**config.mk**
```make
export PLATFORM = sky130hd
export DESIGN_NAME = conv_img_sched
export DESIGN_NICKNAME = d
export VERILOG_FILES = /design/src/rtl/conv_pkg.sv /design/src/rtl/conv_rd_stream.sv /design/src/rtl/conv_img_sched.sv
export SDC_FILE = /design/constraint.sdc
export NUM_CORES = 1
export LEC_CHECK = 0
export CORE_MARGIN = 2
export CORE_UTILIZATION = 46
export CTS_BUF_LIST = sky130_fd_sc_hd__clkbuf_16
export DETAILED_ROUTE_END_ITERATION = 16
export PLACE_DENSITY = 0.82
export SLEW_MARGIN = 20
export SYNTH_ARGS = -nofsm -noshare
export SYNTH_HDL_FRONTEND = slang
export SYNTH_SLANG_ARGS = --single-unit
```
**constraint.sdc**
```tcl
create_clock -name i_clk -period 4.7 [get_ports i_clk]
set_input_delay 0.705 -clock i_clk [delete_from_list [all_inputs] [get_ports i_clk]]
set_output_delay 0.705 -clock i_clk [all_outputs]
set_load 0.01 [all_outputs]
```
**src/rtl/conv_pkg.sv**
```systemverilog
// conv_pkg
// Shared definitions for the convolution image sequencer and the engine bench:
//   - state_t : sequencer FSM state encoding
//   - out_dim : output dimension of a convolution along one axis
//   - num_weights / num_pixels / num_results : per-kernel beat counts
//   - cnt_width : counter width able to hold 0..n-1
package conv_pkg;

  typedef enum logic [2:0] {
    IDLE   = 3'd0,
    LOAD_W = 3'd1,
    LOAD_B = 3'd2,
    STREAM = 3'd3,
    DRAIN  = 3'd4,
    FIN    = 3'd5
  } state_t;

  // Output size along one axis; pd=1 pads so that a stride-1 output
  // keeps the input size.
  function automatic int out_dim(input int d, input int w, input int s, input int pd);
    return (d + pd * (w - 1) - w) / s + 1;
  endfunction

  function automatic int num_weights(input int ww, input int wh);
    return ww * wh;
  endfunction

  function automatic int num_pixels(input int dw, input int dh);
    return dw * dh;
  endfunction

  function automatic int num_results(input int dw, input int dh, input int ww, input int wh,
                                     input int sw, input int sh, input int pd);
    return out_dim(dw, ww, sw, pd) * out_dim(dh, wh, sh, pd);
  endfunction

  function automatic int cnt_width(input int n);
    return (n <= 2) ? 1 : $clog2(n);
  endfunction

endpackage

```
**src/rtl/conv_rd_stream.sv**
```systemverilog
// conv_rd_stream
// Sequential read streamer for a memory with 1-cycle read latency. While
// 'en' is high it walks addresses base+0 .. base+LEN-1, one per cycle; the
// matching valid/last strobes come out one cycle later so they line up with
// the read data returned by the RAM.
// Ports:
//   i_clk, i_rst : clock, synchronous active-high reset
//   en           : stream active (one address per cycle while high)
//   base         : base address added to the running count
//   addr         : read address (0 while idle)
//   at_end       : current address is the last one (same cycle as addr)
//   valid, last  : read-data strobes, delayed 1 cycle from addr
module conv_rd_stream import conv_pkg::*; #(
  parameter int AW  = 14,
  parameter int LEN = 9
) (
  input  logic          i_clk,
  input  logic          i_rst,
  input  logic          en,
  input  logic [AW-1:0] base,
  output logic [AW-1:0] addr,
  output logic          at_end,
  output logic          valid,
  output logic          last
);

  localparam int CW = cnt_width(LEN);

  logic [CW-1:0] cnt;

  assign at_end = en && (cnt == CW'(LEN - 1));
  assign addr   = en ? (base + AW'(cnt)) : '0;

  // The count restarts whenever the stream is idle, so each activation
  // always begins at base+0.
  always_ff @(posedge i_clk) begin
    if (i_rst) begin
      cnt   <= '0;
      valid <= 1'b0;
      last  <= 1'b0;
    end else begin
      valid <= en;
      last  <= at_end;
      if (!en || at_end) begin
        cnt <= '0;
      end else begin
        cnt <= cnt + CW'(1);
      end
    end
  end

endmodule

```
**src/rtl/conv_img_sched.sv**
```systemverilog
// conv_img_sched
// Runs the multi-channel convolution engine over KN kernels for one image.
// For each kernel: stream NW weights, fetch the bias, stream NP image words,
// then wait for the engine's last result. Engine results are written to the
// result RAM at k*NR + r.
// Ports:
//   i_clk, i_rst            : clock, synchronous active-high reset
//   i_start, i_kernel_num   : start pulse (IDLE only) and kernel count KN
//   o_busy, o_done, o_err   : status; o_err is a sticky result-count mismatch
//   o_kernel_idx            : kernel currently being processed
//   o_weight_addr/i_weight_rdata, o_bias_addr/i_bias_rdata,
//   o_img_addr/i_img_rdata  : read RAM ports (1-cycle latency)
//   o_weight_*, o_bias_*, o_data_* : streams to the engine
//   i_res_*                 : results from the engine
//   o_wr_en/o_wr_addr/o_wr_data : result RAM write port
module conv_img_sched import conv_pkg::*; #(
  parameter int AW = 14,
  parameter int BW = 8,
  parameter int CH = 3,
  parameter int DW = 64,
  parameter int DH = 64,
  parameter int WW = 3,
  parameter int WH = 3,
  parameter int SW = 1,
  parameter int SH = 1,
  parameter int PD = 1,
  parameter int KW = 8
) (
  input  logic             i_clk,
  input  logic             i_rst,
  input  logic             i_start,
  input  logic [KW-1:0]    i_kernel_num,
  output logic             o_busy,
  output logic             o_done,
  output logic             o_err,
  output logic [KW-1:0]    o_kernel_idx,
  output logic [AW-1:0]    o_weight_addr,
  input  logic [BW-1:0]    i_weight_rdata,
  output logic [AW-1:0]    o_bias_addr,
  input  logic [BW-1:0]    i_bias_rdata,
  output logic [AW-1:0]    o_img_addr,
  input  logic [CH*BW-1:0] i_img_rdata,
  output logic             o_weight_valid,
  output logic             o_weight_last,
  output logic [BW-1:0]    o_weight,
  output logic             o_bias_valid,
  output logic [BW-1:0]    o_bias,
  output logic             o_data_valid,
  output logic             o_data_last,
  output logic [CH*BW-1:0] o_data,
  input  logic             i_res_valid,
  input  logic             i_res_last,
  input  logic [BW-1:0]    i_res,
  output logic             o_wr_en,
  output logic [AW-1:0]    o_wr_addr,
  output logic [BW-1:0]    o_wr_data
);

  localparam int NW = num_weights(WW, WH);
  localparam int NP = num_pixels(DW, DH);
  localparam int NR = num_results(DW, DH, WW, WH, SW, SH, PD);

  state_t        state;
  state_t        state_nx;
  logic [KW-1:0] kn_q;
  logic [KW-1:0] k_q;
  logic [AW-1:0] w_base;
  logic [AW-1:0] wr_base;
  logic [AW-1:0] r_cnt;
  logic          res_seen;
  logic          bias_cap;
  logic          w_en;
  logic          d_en;
  logic          w_end;
  logic          d_end;
  logic          start_ok;
  logic          res_act;
  logic          res_last_evt;
  logic          drain_exit;
  logic          more;

  assign start_ok     = (state == IDLE) && i_start;
  assign res_act      = i_res_valid && (state != IDLE);
  assign res_last_evt = res_act && i_res_last;
  // A last result seen earlier (during STREAM) satisfies DRAIN on entry.
  assign drain_exit   = (state == DRAIN) && (res_seen || res_last_evt);
  assign more         = ({1'b0, k_q} + {{KW{1'b0}}, 1'b1}) < {1'b0, kn_q};

  assign o_kernel_idx = k_q;
  assign o_bias_addr  = AW'(k_q);
  assign o_weight     = o_weight_valid ? i_weight_rdata : '0;
  assign o_data       = o_data_valid ? i_img_rdata : '0;

  always_ff @(posedge i_clk) begin
    if (i_rst) begin
      state <= IDLE;
    end else begin
      state <= state_nx;
    end
  end

  always_comb begin
    state_nx = state;
    o_busy   = (state != IDLE);
    w_en     = (state == LOAD_W);
    d_en     = (state == STREAM);
    unique case (state)
      IDLE:    if (i_start && (i_kernel_num != '0)) state_nx = LOAD_W;
      LOAD_W:  if (w_end) state_nx = LOAD_B;
      LOAD_B:  state_nx = STREAM;
      STREAM:  if (d_end) state_nx = DRAIN;
      DRAIN:   if (drain_exit) state_nx = more ? LOAD_W : FIN;
      FIN:     state_nx = IDLE;
      default: state_nx = IDLE;
    endcase
  end

  conv_rd_stream #(.AW(AW), .LEN(NW)) u_weight_stream (
    .i_clk  (i_clk),
    .i_rst  (i_rst),
    .en     (w_en),
    .base   (w_base),
    .addr   (o_weight_addr),
    .at_end (w_end),
    .valid  (o_weight_valid),
    .last   (o_weight_last)
  );

  conv_rd_stream #(.AW(AW), .LEN(NP)) u_img_stream (
    .i_clk  (i_clk),
    .i_rst  (i_rst),
    .en     (d_en),
    .base   ('0),
    .addr   (o_img_addr),
    .at_end (d_end),
    .valid  (o_data_valid),
    .last   (o_data_last)
  );

  // Kernel bookkeeping. Weight and result bases advance by NW/NR per kernel
  // instead of multiplying k, which gives the same AW-bit wrapping.
  always_ff @(posedge i_clk) begin
    if (i_rst) begin
      kn_q    <= '0;
      k_q     <= '0;
      w_base  <= '0;
      wr_base <= '0;
      o_done  <= 1'b0;
      o_err   <= 1'b0;
    end else begin
      o_done <= 1'b0;
      if (start_ok) begin
        kn_q    <= i_kernel_num;
        k_q     <= '0;
        w_base  <= '0;
        wr_base <= '0;
        o_err   <= 1'b0;
        if (i_kernel_num == '0) begin
          o_done <= 1'b1;
        end
      end
      if (state == FIN) begin
        o_done <= 1'b1;
      end
      if (drain_exit) begin
        k_q     <= k_q + KW'(1);
        w_base  <= w_base + AW'(NW);
        wr_base <= wr_base + AW'(NR);
      end
      if (res_last_evt && (r_cnt != AW'(NR - 1))) begin
        o_err <= 1'b1;
      end
    end
  end

  // The bias RAM returns data the cycle after LOAD_B; capture it then so it
  // becomes visible together with the first pixel beat.
  always_ff @(posedge i_clk) begin
    if (i_rst) begin
      bias_cap     <= 1'b0;
      o_bias       <= '0;
      o_bias_valid <= 1'b0;
    end else begin
      bias_cap <= (state == LOAD_B);
      if (bias_cap) begin
        o_bias       <= i_bias_rdata;
        o_bias_valid <= 1'b1;
      end else if (drain_exit) begin
        o_bias_valid <= 1'b0;
      end
    end
  end

  // Result collection. The last result resets r immediately; res_seen
  // remembers it in case it arrived before DRAIN was reached.
  always_ff @(posedge i_clk) begin
    if (i_rst) begin
      o_wr_en   <= 1'b0;
      o_wr_addr <= '0;
      o_wr_data <= '0;
      r_cnt     <= '0;
      res_seen  <= 1'b0;
    end else begin
      o_wr_en <= 1'b0;
      if (start_ok) begin
        r_cnt <= '0;
      end
      if (res_act) begin
        o_wr_en   <= 1'b1;
        o_wr_addr <= wr_base + r_cnt;
        o_wr_data <= i_res;
        r_cnt     <= i_res_last ? '0 : (r_cnt + AW'(1));
      end
      if (drain_exit) begin
        res_seen <= 1'b0;
      end else if (res_last_evt) begin
        res_seen <= 1'b1;
      end
    end
  end

endmodule

```
==> qor.yml <==
synth:
  syn_area_per_cell_um2: 7.96
  seq_area_frac_synth: 0.394
  synth-seq-cells: 105
  synth_edf_count: 0
  yosysMostFrequentCell: "dfxtp_1"
  ys_types: 60
  ys_warn_count: 0
  ys.flop_type: "dfxtp_1"
  syn-instance-count: 670
  synth_area_leaders: "dfxtp_1 39%, a21oi_1 6.9%, nand2_1 6.3%"
  yosysTopAreaCell: "dfxtp_1"
  async_reset_ff_frac: 0
  synth_top_cell_area_share: 0.394
  synth_common_cells: "105 x dfxtp_1, 89 x nand2_1, 75 x nor2_1"
  synthesis.area_mm2: 0.00533
clock_tree:
  numCtsBuffers: 9
  post_cts_buffers: 0
  cts.clk_slew.worst_paths_ps: 70
  htree_levels: 3
  cts_tree: "done"
  clockBufferDepth: 2
  cts.sinks: 105
  root_buffer: "clkbuf_16"
  cts_resized: 0
  clk_latency_ps: 340
  postCtsHoldBufs: 0
timing:
  fin_crit_ps: 3560
  worst_clock_skew_ps: 6.77
  final-setup-viol-count: 0
  tns_ps: 0
  period_share: 0.758
  whs_ps: 456
  rsz0062_at_grt: "no"
  hold_viol_final: 0
  max_freq_ghz: 0.281
  worst_pin_slew_ps: 1020
  relSlewSlack: 0.319
  maxSlewViolCount: 0
floorplan:
  io_pins: 182
  initial_utilization: 0.469
  dieArea_mm2: 0.0125
  dieWidth_um: 112
  core_area_mm2: 0.0114
  num_rows: 39
  die_height_um: 112
worst_setup_path:
  slowest_delay_ps: 550
  regToRegSetupSlack_ps: 2160
  crit_chain: "ha_1, fa_1, a21o_1, a21oi_1, nor3_1, xnor2_1, nor2_1, clkdlybuf4s50_1"
  cp.required_ps: 3990
  path_delay_family: "adder cells"
  start_kind: "register"
  crit_arrival_ps: 2860
  path_buf_inv: 1
  critical-path-slowest-cell: "clkdlybuf4s50_1"
  crit_path_end_kind: "output port"
  path_class: "register to output port"
  critical_path.max_fanout: 6
place:
  gp_congestion: 0.838
  place.detailed.hpwl_um: 10400
  place_inst: 944
  port_buffers: 173
  post_dp_cell_area_mm2: 0.00701
grt:
  grt_max_degree: 56
  grt.total_usage: 0.221
  use_met3: 0.0414
  grt_overflow: 0
  top_usage_layer: "met2"
  grt_pass1_vias: 5059
  grt_pass1_wl_um: 23400
  grtUsageMet2: 0.391
  met1_usage: 0.269
  antenna_found_initial: 0
cells_and_area:
  final_cells: 960
  synthToLayoutAreaGrowth_pct: 36.7
  nets: 892
  fill_cells: 974
  diodes: 0
  stdcell_area_mm2: 0.00729
  drive_above_1_share: 0.0343
routing:
  drt_iter0_markers: 288
  ant_nets: 0
  totalWireLength_um: 14100
  routed_via_density: 5.45
  post_drt_wl_per_cell_um: 14.7
  firstDrtPassIters: 5
  drc: 0
  num_vias: 5235
power:
  pwr_density_cell_mw_per_mm2: 333
  ir_drop_v: 0.000277
  p_leak_nw: 2.59
outcome:
  status: "finished clean"
hold_path:
  min_path_type: "register to register"
job:
  drv_cap: 0
==> power by group <==
part           total (mW)  internal, mW  switching (mW)
clock               0.710         0.366           0.344
combinational       0.686         0.275           0.411
sequential           1.03         0.951          0.0787
total                2.43          1.59           0.834
==> cell type report <==
class | instances | area [µm²] | share of cell area
Clock buffer | 9 | 225 | 0.0309
Tap cell | 143 | 179 | 0.0245
Timing Repair Buffer | 175 | 1740 | 0.239
Inverter | 15 | 56.3 | 0.00772
Clock inverter | 7 | 53.8 | 0.00738
Sequential cell | 105 | 2100 | 0.288
Multi-Input combinational cell | 506 | 2930 | 0.402
==> layer usage <==
metal,part of all wire,up-vias
met1,0.42,2425
met2,0.50,224
met3,0.065,28
met5,0,-
met4,0.019,0
li1,-,2558
==> cell usage in the layout, fill, tap and decap left out, types with 11 or more instances in the layout <==
cell / netlist / layout
nor2_1: 75 / 75
nor3_1: 15 / 15
clkdlybuf4s50_1: 0 / 172
dfxtp_1: 105 / 105
inv_1: 15 / 15
xnor2_1: 15 / 15
a21oi_1: 74 / 74
nand3_1: 22 / 22
xor2_1: 11 / 11
ha_1: 18 / 18
o21ai_0: 13 / 13
nand2_1: 89 / 89
and2_1: 48 / 48
==> worst min-delay path, cell delays in order, from the launching register on <==
cell     delay (ps)
dfxtp_1         310
nand2_1          50
a21oi_1          50
==> state kept, by name, summed over array words and instances (netlist names), 2 cells and up <==
register	cells
kn_q	8
o_bias	8
o_kernel_idx	8
o_wr_addr	14
o_wr_data	8
r_cnt	14
state	3
u_img_stream.cnt	12
u_weight_stream.cnt	4
w_base	14
wr_base	2
==> path summary, 6_finish.rpt <==
| check | startpoint | end | cells after the start |
|---|---|---|---|
| max | u_weight_stream.cnt[0] | o_weight_addr[8] | 8 |
| min | kn_q[5] | kn_q[5] | 2 |
| max reg2reg | state[0] | w_base[2] | 5 |
| min reg2reg | kn_q[5] | kn_q[5] | 2 |
==> cells by family (layout without fill, tap and decap cells) <==
kind of cell	Yosys count	in the layout	share of synthesized area
AND/OR/NAND/NOR	304	304	0.281
AO/OA/AOI/OAI	138	138	0.153
flip-flops	105	105	0.394
buffers and inverters	66	206	0.0608
XOR/XNOR	26	26	0.0427
adder cells (fa/ha/maj)	19	19	0.0460
multiplexers	11	11	0.0211
other	1	8	0.000703
==> stage by stage <==
step | util | setup WS [ps] | total power [mW]
2_1_floorplan | - | 2140 | 1.47
3_3_place_gp | 0.617 | 1580 | 1.70
3_5_place_dp | 0.617 | 1500 | 1.73
4_1_cts | 0.641 | 1140 | 2.44
5_1_grt | 0.641 | 943 | 2.56
6_report | 0.641 | 1140 | 2.43
(Power assumes the default switching activity.)
